### src/rtl/seg7_pkg.sv
// Shared seven-segment types and the active-low hex glyph table.
package seg7_pkg;

    typedef logic [6:0] seg_t;

    localparam seg_t SEG_BLANK = 7'h7F;

    // Segment order {g,f,e,d,c,b,a}; a 0 bit lights the segment.
    function automatic seg_t hex_to_seg(input logic [3:0] hex);
        seg_t s;
        case (hex)
            4'h0:    s = 7'h40;
            4'h1:    s = 7'h79;
            4'h2:    s = 7'h24;
            4'h3:    s = 7'h30;
            4'h4:    s = 7'h19;
            4'h5:    s = 7'h12;
            4'h6:    s = 7'h02;
            4'h7:    s = 7'h78;
            4'h8:    s = 7'h00;
            4'h9:    s = 7'h10;
            4'hA:    s = 7'h08;
            4'hB:    s = 7'h03;
            4'hC:    s = 7'h46;
            4'hD:    s = 7'h21;
            4'hE:    s = 7'h06;
            default: s = 7'h0E;
        endcase
        return s;
    endfunction

endpackage

### src/rtl/seg7_decoder.sv
// Combinational hex nibble to active-low segment pattern.
module seg7_decoder
    import seg7_pkg::*;
(
    input  logic [3:0] i_hex,
    output seg_t       o_seg_c
);

    always_comb begin
        o_seg_c = hex_to_seg(i_hex);
    end

endmodule

### src/rtl/anode_scan_mux.sv
// Seven-segment scan controller: prescaled digit scan, blanking, dimming,
// and frame-synchronous double-buffered digit loads.
module anode_scan_mux
    import seg7_pkg::*;
#(
    parameter int unsigned NUM_DIGITS = 4,
    parameter int unsigned PRESCALE   = 4,
    parameter int unsigned DIM_BITS   = 2
) (
    input  logic                    clk,
    input  logic                    reset,
    input  logic [4*NUM_DIGITS-1:0] digits_in,
    input  logic                    load,
    input  logic [NUM_DIGITS-1:0]   digit_en,
    input  logic [DIM_BITS-1:0]     dim,
    output logic [NUM_DIGITS-1:0]   an_en,
    output seg_t                    seg,
    output logic                    frame_done
);

    localparam int unsigned PCNT_W = $clog2(PRESCALE);
    localparam int unsigned IDX_W  = $clog2(NUM_DIGITS);
    localparam int unsigned ON_W   = PCNT_W + DIM_BITS + 1;
    localparam int unsigned DATA_W = 4 * NUM_DIGITS;

    logic [PCNT_W-1:0]     r_pcnt;
    logic [IDX_W-1:0]      r_idx;
    logic [DATA_W-1:0]     r_pend;
    logic [DATA_W-1:0]     r_disp;
    logic [NUM_DIGITS-1:0] r_an_en;
    seg_t                  r_seg;
    logic                  r_frame_done;

    logic                  w_slot_end;
    logic                  w_wrap;
    logic [PCNT_W-1:0]     w_pcnt_nxt;
    logic [IDX_W-1:0]      w_idx_nxt;
    logic [DATA_W-1:0]     w_pend_nxt;
    logic [DATA_W-1:0]     w_disp_nxt;
    logic [NUM_DIGITS-1:0] w_onehot;
    logic [3:0]            w_nib;
    logic [ON_W-1:0]       w_on_lhs;
    logic [ON_W-1:0]       w_on_rhs;
    logic                  w_show;
    logic [NUM_DIGITS-1:0] w_an_nxt;
    seg_t                  w_seg_dec;
    seg_t                  w_seg_nxt;

    // Counter advance and buffer transfer; a load on the wrap edge bypasses pend.
    always_comb begin
        w_slot_end = (r_pcnt == PCNT_W'(PRESCALE - 1));
        w_wrap     = w_slot_end && (r_idx == IDX_W'(NUM_DIGITS - 1));
        w_pcnt_nxt = r_pcnt + PCNT_W'(1);
        w_idx_nxt  = r_idx;
        if (w_slot_end) begin
            w_pcnt_nxt = '0;
            w_idx_nxt  = w_wrap ? '0 : r_idx + IDX_W'(1);
        end
        w_pend_nxt = load ? digits_in : r_pend;
        w_disp_nxt = w_wrap ? w_pend_nxt : r_disp;
    end

    // Current-slot anode one-hot and displayed nibble.
    always_comb begin
        w_onehot = '0;
        w_nib    = 4'h0;
        for (int i = 0; i < int'(NUM_DIGITS); i++) begin
            if (IDX_W'(i) == r_idx) begin
                w_onehot[i] = 1'b1;
                w_nib       = r_disp[4*i +: 4];
            end
        end
    end

    seg7_decoder u_dec (
        .i_hex   (w_nib),
        .o_seg_c (w_seg_dec)
    );

    // Dimming: lit while pcnt * 2**DIM_BITS < (dim + 1) * PRESCALE.
    always_comb begin
        w_on_lhs  = ON_W'(r_pcnt) << DIM_BITS;
        w_on_rhs  = (ON_W'(dim) + ON_W'(1)) * ON_W'(PRESCALE);
        w_show    = (w_on_lhs < w_on_rhs) && ((w_onehot & digit_en) != '0);
        w_an_nxt  = w_show ? ~w_onehot : '1;
        w_seg_nxt = w_show ? w_seg_dec : SEG_BLANK;
    end

    always_ff @(posedge clk) begin
        if (reset) begin
            r_pcnt       <= '0;
            r_idx        <= '0;
            r_pend       <= '0;
            r_disp       <= '0;
            r_an_en      <= '1;
            r_seg        <= SEG_BLANK;
            r_frame_done <= 1'b0;
        end else begin
            r_pcnt       <= w_pcnt_nxt;
            r_idx        <= w_idx_nxt;
            r_pend       <= w_pend_nxt;
            r_disp       <= w_disp_nxt;
            r_an_en      <= w_an_nxt;
            r_seg        <= w_seg_nxt;
            r_frame_done <= w_wrap;
        end
    end

    assign an_en      = r_an_en;
    assign seg        = r_seg;
    assign frame_done = r_frame_done;

endmodule

### config.mk
export PLATFORM = sky130hd
export DESIGN_NAME = anode_scan_mux
export DESIGN_NICKNAME = d
export VERILOG_FILES = /design/src/rtl/seg7_pkg.sv /design/src/rtl/seg7_decoder.sv /design/src/rtl/anode_scan_mux.sv
export SDC_FILE = /design/constraint.sdc
export NUM_CORES = 1
export LEC_CHECK = 0
export BUFFER_PORTS_ARGS = -buffer_cell sky130_fd_sc_hd__buf_2
export CAP_MARGIN = 10
export CORE_MARGIN = 8
export CORE_UTILIZATION = 55
export DETAILED_ROUTE_END_ITERATION = 10
export PLACE_DENSITY = 0.85
export SYNTH_ARGS = -nofsm -noshare
export SYNTH_HDL_FRONTEND = slang
export SYNTH_HIERARCHICAL = 1
export SYNTH_SLANG_ARGS = --single-unit
### constraint.sdc
create_clock -name clk -period 3.6 [get_ports clk]
set_input_delay 1.08 -clock clk [delete_from_list [all_inputs] [get_ports clk]]
set_output_delay 1.08 -clock clk [all_outputs]
set_load 0.01 [all_outputs]
==> metrics.txt <==
clock-pin slew on the worst setup and hold paths 0.08 ns; Die X 78.0 µm; final worst path period share 91.5%; cell mode on critical path inv_1; worst r2r dst seg[3]; antenna cell count 0; Slew Limit Headroom 31.2%; Final nets 283; Gate power share 10.1%; GR Overflow Total 0; post-synthesis sequential area ratio 45.5%; clock skew 0.0107 ns; status completed; hold path start r_pcnt[0]; Switching Power 240 µW; synthesis-to-finish area growth 12.6%; Mapped Cells 215; CP max stage delay 0.49 ns; met1 WL 1810 µm; Max Clk Rate 0.304 GHz; Critical Path Fanout Max 7; total core area 3690 µm²; WHS Endpoint r_pcnt[0]; syn_area_per_cell 9.83 µm²; Finish-stage setup viols 0; Mapped Nets 254; worst flop-to-flop path startpoint r_idx[1]; Via Count 1609; Area after DPL 2280 µm²; CP Depth 10; kind of end point of the critical path flip-flop; end-of-flow core utilization 64.5%; clock power share 33.4%; DRT Pass-1 Iters 4; fin area 2380 µm²; initial antenna violation count 0; DRC 0; fin. max-slew vios 0; sequential group share of total power 56.5%; TNS Setup 0 ns; critical-path cell list inv_1, ha_1, nor2b_1, a221oi_1, o31ai_2, inv_1, ha_1, inv_1, mux4_2, or4_1; Post-Layout Cell Count 293; All-Layer GR Usage 14.4%; wire length on met3 303 µm; Internal 754 µW; hold slack 0.469 ns; CTS tree yes; Routability Congestion 0.816; kind of critical path flip-flop to flip-flop; FP Rows 22; Worst path slowest cell or4_1; H-Tree Depth 2; Synth warnings 6; worst skew pair latency 0.30 ns; crit path time final 3.29 ns; Die H 78.0 µm; share of layout cells above drive strength 1 21.2%; beginning of the critical path r_idx[1]; WHS Path Cells 1; final WL 4030 µm; Hold WC Path Type flip-flop to flip-flop; Num CTS Buffers 5; Root Driver clkbuf_8; Initial Util 57.3%; met2 routed WL 1810 µm; Worst R2R Setup Slack 0.31 ns; final hold violations 0; Yosys reg bits 48; antenna-violating nets left 0; most frequent cells in the layout dfxtp_1, nor2_1, buf_2, mux2i_1, a211oi_1; pin count of the biggest net entering global routing 49; synth unique cells 30; switching share of power 24.1%; vias in the first global route 1554; delay-heaviest family, CP simple AND/OR/NAND/NOR gates; maximum vdd drop 0.204 mV; 1st-iter DRT viols 154; Routed WL per cell 13.8 µm; Port Buffers 36; Reg2Reg Depth 10; startpoint types flip-flop; commonest non-fill, non-tap cell in the layout dfxtp_1; uppermost layer routed met4; Max Cap Viol 0; DP Cell Count 285; arrival time worst endpoint 3.48 ns; clock sink count 48; die area 6080 µm²; dpl hpwl 2860 µm; RSZ-0062 raised after global routing false; Syn Std Cell Area 2110 µm²; I/O Pins 37; power per standard cell area 418 nW/µm²; Vias/cell 5.49; Clock Path Buffers 2; worst slew pin tran 1.03 ns; first-pass GRT wire length 7130 µm; Leakage 0.000958 µW; Critical path buffers and inverters 3; WP data required 3.78 ns
[sequential cells by signal (all words and copies together) (netlist names)]
signal,cells
an_en,4
frame_done,1
r_disp,16
r_idx,2
r_pcnt,2
r_pend,16
seg,7
[Yosys cell counts, drive strengths merged]
master | n | area, µm²
nor3 | 1 | 5.00
a211oi | 16 | 120
mux4 | 1 | 22.5
o21ai | 4 | 20.0
o211ai | 1 | 7.51
nor2b | 6 | 37.5
a21oi | 4 | 20.0
mux2i | 22 | 220
nor3b | 2 | 15.0
and2 | 1 | 6.26
a32o | 1 | 10.0
a221oi | 5 | 50.0
inv | 9 | 33.8
nor2 | 40 | 150
dfxtp | 48 | 961
o31ai | 4 | 30.0
buf | 11 | 75.1
or4b | 4 | 40.0
or4 | 7 | 52.6
a22o | 1 | 10.0
clkbuf | 6 | 22.5
nand2 | 6 | 22.5
nand2b | 1 | 6.26
ha | 14 | 175
[stage by stage]
| stage | power, µW | worst slack (ns) |
|---|---|---|
| 2_1_floorplan | 643 | 0.473 |
| 5_1_grt | 1040 | 0.135 |
| 3_5_place_dp | 675 | 0.130 |
| 4_1_cts | 1000 | 0.0985 |
| 3_3_place_gp | 671 | 0.343 |
| 6_report | 994 | 0.306 |
[layout make-up]
type / count / area, µm²
timing repair buffer: 39 / 203
clock inverter: 2 / 13.8
inverter: 9 / 33.8
multi-input combinational: 141 / 1030
fill: 315 / 1310
sequential: 48 / 961
tap: 48 / 60.1
clock buffer: 6 / 82.6
[layer usage]
metal  vias to the layer above  global-route usage (%)
li1                        811                       -
met1                       748                    16.7
met2                        42                    22.0
met3                         8                    5.88
met4                         0                    7.96
met5                         -                       0
[worst reg2reg max path: stages, from the launching register on]
cell	delay, ns
dfxtp_1	0.40
inv_1	0.09
ha_1	0.27
nor2b_1	0.30
a221oi_1	0.17
o31ai_2	0.47
inv_1	0.19
ha_1	0.31
inv_1	0.05
mux4_2	0.44
or4_1	0.49
[worst max-delay path by stage]
stage / end
after floorplan: seg[3]
after global placement: seg[3]
after detailed placement: seg[3]
after CTS: seg[3]
final: seg[3]
after global routing: seg[3]
[power groups by stage]
stage          clock (µW)  combinational [µW]  sequential (µW)
2_1_floorplan           0                65.3              578
3_3_place_gp            0                97.9              573
3_5_place_dp            0                 101              574
4_1_cts               341                 102              561
5_1_grt               365                 114              564
6_report              332                 101              561
[repair_timing]
action / 4_1_cts / 5_1_grt
hold buffers: 0 / 0
gates resized for setup: 0 / 1
setup endpoints to repair: 0 / 2
setup buffers: 0 / 0
[cell families after synthesis]
family	synth area share, %
compound gates	12.7
flops	45.5
fa+ha+maj	8.29
simple gates	15.9
buf+inv	6.22
mux	11.5
Power figures use the tool's default switching activity.
